[src/rtl/hcount_line_timer.sv]
// hcount_line_timer
// Horizontal timing stage of the VGA controller. Counts pixel positions
// across one scan line and walks ACTIVE -> FRONT -> SYNC -> BACK. It drives
// Hsync and emits a one-Clock LineEnd pulse, which is the count enable for
// the vertical counter.
//
// Optional feature macro: HCOUNT_PIXDIV_EN
//   defined   : PixEn is a registered divide-by-2 toggle. Everything
//               advances only when PixEn = 1.
//   undefined : PixEn is tied to 1. The line advances every Clock and no
//               toggle register exists.
//
// state     | meaning
// ----------+------------------------------------------------
// ST_ACTIVE | visible pixels, Q in [0, H_ACTIVE-1]
// ST_FRONT  | front porch, Q in [H_ACTIVE, H_ACTIVE+H_FRONT-1]
// ST_SYNC   | sync pulse, Hsync = HSYNC_POL
// ST_BACK   | back porch, ends at Q = H_TOTAL-1
module hcount_line_timer #(
   parameter int H_ACTIVE  = 640,
   parameter int H_FRONT   = 16,
   parameter int H_SYNC    = 96,
   parameter int H_BACK    = 48,
   parameter bit HSYNC_POL = 1'b0
) (
   input  logic       Clock,
   input  logic       Clear,
   output logic [9:0] Q,
   output logic       Active,
   output logic       Front,
   output logic       Sync,
   output logic       Back,
   output logic       Hsync,
   output logic       LineEnd,
   output logic       PixEn
);

   localparam int H_TOTAL = H_ACTIVE + H_FRONT + H_SYNC + H_BACK;

   // Bad timing parameters must stop elaboration rather than wrap silently.
   if (H_TOTAL > 1024 || H_ACTIVE < 1 || H_FRONT < 1 || H_SYNC < 1 || H_BACK < 1) begin : g_bad_params
      $error("hcount_line_timer: H_TOTAL must be <= 1024 and every region >= 1");
   end

   // Last pixel of each region; the state changes when Q steps past it.
   localparam logic [9:0] A_LAST = 10'(H_ACTIVE - 1);
   localparam logic [9:0] F_LAST = 10'(H_ACTIVE + H_FRONT - 1);
   localparam logic [9:0] S_LAST = 10'(H_ACTIVE + H_FRONT + H_SYNC - 1);
   localparam logic [9:0] T_LAST = 10'(H_TOTAL - 1);

   typedef enum logic [1:0] {
      ST_ACTIVE = 2'd0,
      ST_FRONT  = 2'd1,
      ST_SYNC   = 2'd2,
      ST_BACK   = 2'd3
   } state_t;

   state_t     state;
   state_t     state_next;
   logic [9:0] q_next;
   logic       active_next;
   logic       front_next;
   logic       sync_next;
   logic       back_next;
   logic       hsync_next;

`ifdef HCOUNT_PIXDIV_EN
   // Divide-by-2 pixel enable. It starts at 0 after Clear, so the first
   // count happens on the second edge after release.
   always_ff @(posedge Clock) begin
      if (Clear) PixEn <= 1'b0;
      else       PixEn <= ~PixEn;
   end
`else
   assign PixEn = 1'b1;
`endif

   // Next Q, next state and the decoded outputs for that state. The flags
   // come from the next state, so once registered they always match Q.
   always_comb begin
      state_next = state;
      q_next     = Q;
      if (PixEn) begin
         q_next = (Q == T_LAST) ? 10'd0 : Q + 10'd1;
         unique case (state)
            ST_ACTIVE: if (Q == A_LAST) state_next = ST_FRONT;
            ST_FRONT:  if (Q == F_LAST) state_next = ST_SYNC;
            ST_SYNC:   if (Q == S_LAST) state_next = ST_BACK;
            ST_BACK:   if (Q == T_LAST) state_next = ST_ACTIVE;
            default:   state_next = ST_ACTIVE;
         endcase
      end
      active_next = (state_next == ST_ACTIVE);
      front_next  = (state_next == ST_FRONT);
      sync_next   = (state_next == ST_SYNC);
      back_next   = (state_next == ST_BACK);
      hsync_next  = sync_next ? HSYNC_POL : ~HSYNC_POL;
   end

   // State, counter, one-hot flags and Hsync all load on the same edge.
   // Clear takes priority over everything else.
   always_ff @(posedge Clock) begin
      if (Clear) begin
         state  <= ST_ACTIVE;
         Q      <= 10'd0;
         Active <= 1'b1;
         Front  <= 1'b0;
         Sync   <= 1'b0;
         Back   <= 1'b0;
         Hsync  <= ~HSYNC_POL;
      end else begin
         state  <= state_next;
         Q      <= q_next;
         Active <= active_next;
         Front  <= front_next;
         Sync   <= sync_next;
         Back   <= back_next;
         Hsync  <= hsync_next;
      end
   end

   // LineEnd is decoded only from registers, so it cannot glitch. Q reads 0
   // after Clear, so no pulse can follow a reset.
   assign LineEnd = (Q == T_LAST) && PixEn;

endmodule

[config.mk]
export PLATFORM = sky130hd
export DESIGN_NAME = hcount_line_timer
export DESIGN_NICKNAME = d
export VERILOG_FILES = /design/src/rtl/hcount_line_timer.sv
export SDC_FILE = /design/constraint.sdc
export NUM_CORES = 1
export LEC_CHECK = 0
export CORE_MARGIN = 5
export CORE_UTILIZATION = 35
export CTS_CLUSTER_SIZE = 24
export DETAILED_ROUTE_END_ITERATION = 7
export GPL_TIMING_DRIVEN = 1
export MAX_ROUTING_LAYER = met4
export PLACE_DENSITY = 0.71
export SYNTH_ARGS = -nofsm -noshare
export SYNTH_HDL_FRONTEND = slang
export SYNTH_SLANG_ARGS = --single-unit
[constraint.sdc]
create_clock -name Clock -period 5.7 [get_ports Clock]
set_input_delay 1.14 -clock Clock [delete_from_list [all_inputs] [get_ports Clock]]
set_output_delay 1.14 -clock Clock [all_outputs]
set_load 0.1 [all_outputs]
# == Word level (Yosys, flattened, before mapping) ==
# Cells that the tools add are included.
# totals
elab_cells,27
inputBits,2
register_bits,17
out_inout_bits,17
# op_classes
n_mux,6
reduce_logical,3
n_eq_ne,10
add_sub_neg,1
# op_table
op,count
$eq A10 B10 Y1 const B,4
$add A10 B1 Y10 const B,1
$eq A2 B2 Y1 const B,4
$mux W2,4
$pmux W2 S4,1
$eq A2 B1 Y1 const B,2
$logic_not A2 Y1,2
$reduce_or A2 Y1,1
$mux W1,1

# == Logic depth before layout (Yosys ltp) ==
# logic_depth
ltp_word,5
mapped_depth,6
ltp_nobuf,5

# == Least setup slack after synthesis ==
# Ideal clock, no wire load.
# synth_timing
path_kind,register -> output
startpoint,register Q[0]
endpoint,output port LineEnd
t_required_ps,4560
slack_ps,1855
n_path_buf,1
path_stages_with_launch,6
arrival_ps,2705
cell_sequence,dfxtp_1 > ha_1 > nand3_4 > or3_2 > clkbuf_1 > inv_1
# synth_between
elab_chain_len,1
# synth_lines
item,line,rtl
from (decl),28,"output logic [9:0] Q,"
from (signal assigned),113,Q <= q_next;
$eq A10 B10 Y1,124,assign LineEnd = (Q == T_LAST) && PixEn;
to (decl),34,"output logic LineEnd,"
# Every way passes these cells.

# == Worst setup path in the final report ==
# Same ends and word-level chain as after synthesis.

==> summary.txt <==
status: finished clean
Detailed Route WL: 1550 um
pins over their slew limit: 0
EDFF count, synth: 0
instance area at placement: 953 um^2
number of buffers inserted by port buffering: 17
Cell Pwr Density: 215 mW/mm^2
Yosys reg bits: 17
Worst Skew: 0.00586 ns
wire length per cell: 11.7 um
max_slew headroom: 35.0%
1st-iter DRT viols: 8
sequential area share after synthesis: 44.6%
core area: 0.00215 mm^2
dpl hpwl: 1140 um
initial antenna violation count: 0
Critical Path AT: 2.82 ns
Setup TNS: 0 ns
Mapped Nets: 89
Netlist Area Pre-Place: 763 um^2
CP required: 4.56 ns
Total GRT Usage: 10.8%
Avg Cell Area, Syn: 8.87 um^2
vias in the first global route: 561
CP Max Fanout: 8
Net Sw Power: 0.0595 mW
Worst VDD drop: 0.000145 V
Fin. Hold Viols: 0
Hold Path Depth: 1
number of vias per cell: 4.94
Synth top area share: 44.6%
cts hold-fix bufs: 0
reg2reg path depth: 5
share of layout cells above drive strength 1: 8.65%
Hold Path Class: flip-flop to flip-flop
Die Footprint: 0.00321 mm^2
Post-synth top cells: 17 x dfxtp_1, 12 x nor2_1, 7 x nand2_1
max-cap violation count: 0
Resize count post-CTS: 0
DRC errors left: 0
Clk pwr share: 29.9%
first drt pass iteration count: 4
largest net degree at the start of global routing: 14
critical path type: flip-flop to output port
largest area contributor in the netlist: dfxtp_1
CTS Buf Count: 3
ys async rst share: 0%
Tcrit/Tclk final: 69.4%
fmax: 253 MHz
crit start category: flip-flop
clock root buffer: clkbuf_4
Comb pwr share: 12.0%
Num Clock Sinks: 17
IO Count: 19
count of cell types in the netlist: 31
Final setup viols: 0
ANT cells: 0
Pint: 0.152 mW
count leader, synth: dfxtp_1
Slew @ Worst Pin: 0.972 ns
floorplan row count: 17
Initial Util: 35.5%
gr ovfl total: 0
Ys Warns: 0
final-stage net count: 108
Flop pwr share: 58.1%
Synth Flop Type: dfxtp_1
postcts setup bufs: 0
CTS tree: yes
global-route wire length before repair: 2630 um
Setup crit end kind: output port
LEAKAGE: 0.332 nW
H-Tree Depth: 1
die outline width: 56.7 um
RSZ-0062 raised after global routing: false
RePlAce Congestion: 0.745
Synth area leaders: dfxtp_1 45%, nor2_1 5.9%, xor2_1 4.6%
routed vias: 652
Reg clk slew, reported paths: 0.09 ns
Final Instance Area: 981 um^2
Die Ht: 56.7 um
final worst path period need: 3.96 ns
worst-skew pair later-pin latency: 0.29 ns
switch share: 28.1%
CTS max path bufs: 2
P&R area growth vs syn: 28.5%
Syn Inst Count: 86
Routed Antenna Nets: 0
power groups by stage:
stage | combinational, mW | clock (mW) | sequential (mW)
4_1_cts | 0.0254 | 0.0684 | 0.123
3_3_place_gp | 0.0255 | 0 | 0.125
2_1_floorplan | 0.00790 | 0 | 0.138
3_5_place_dp | 0.0253 | 0 | 0.125
6_report | 0.0253 | 0.0633 | 0.123
5_1_grt | 0.0265 | 0.0714 | 0.123
layout make-up:
| cell class | instances | area, um^2 |
|---|---|---|
| Sequential cell | 17 | 340 |
| Multi-Input combinational cell | 62 | 393 |
| Clock inverter | 1 | 5.00 |
| Timing Repair Buffer | 17 | 170 |
| Inverter | 4 | 15.0 |
| Fill cell | 216 | 1170 |
| Clock buffer | 3 | 22.5 |
| Tap cell | 28 | 35.0 |
cells by family (layout without fill, tap and decap cells):
group | Yosys count | after routing | synth area share (%)
other | 1 | 1 | 0.491
AOI/OAI and AO/OA | 12 | 12 | 10.8
adders and majority gates | 1 | 1 | 1.64
and+or+nand+nor | 41 | 41 | 30.5
buffers and inverters | 7 | 25 | 3.93
DFF | 17 | 17 | 44.6
xor gates and xnor gates | 7 | 7 | 8.03
worst paths after layout:
kind | from | endpoint | slack (ns)
hold / removal | Q[0] | Q[0] | 0.48
setup reg to reg | Q[0] | Hsync | 3.64
setup / recovery | Q[0] | LineEnd | 1.74
hold reg to reg | Q[0] | Q[0] | 0.48
metal layers:
layer,GRT usage [%],wire [um]
met5,-,0
met2,15.5,750
met1,13.1,672
met4,5.08,28
met3,4.37,98
flip-flops by register name, summed over array words and instances (netlist names):
signal / flops
Hsync: 1
Q: 10
Back: 1
state: 2
Active: 1
Front: 1
Sync: 1
cells in the final DEF, fill, tap and decap left out, types with 2 or more instances in the layout:
master,count
xnor2_1,3
clkbuf_4,3
dfxtp_1,17
or3_2,2
or3_1,2
a21oi_1,2
xor2_1,4
nand4b_1,2
o21ai_0,3
nand2_1,7
a211oi_1,2
nand3_1,2
inv_1,4
nor3_1,2
clkdlybuf4s50_1,17
nor2_1,12
nand2b_1,4
or2_1,2
stage by stage:
step	worst slack [ns]	hold WS, ns	util, %	cells	total power [mW]
floorplan	1.86	0.488	-	86	0.146
global placement	2.09	0.452	44.4	128	0.151
detailed placement	2.06	0.465	44.4	128	0.151
CTS	1.72	0.491	45.7	132	0.217
global route	1.61	0.564	45.7	132	0.221
finish	1.74	0.485	45.7	132	0.211
critical path, stage by stage (launching register included):
cell	delay [ns]
dfxtp_1	0.40
ha_1	0.25
nand3_4	0.12
or3_2	0.56
inv_1	0.07
clkdlybuf4s50_1	1.12
(Power assumes the default switching activity.)
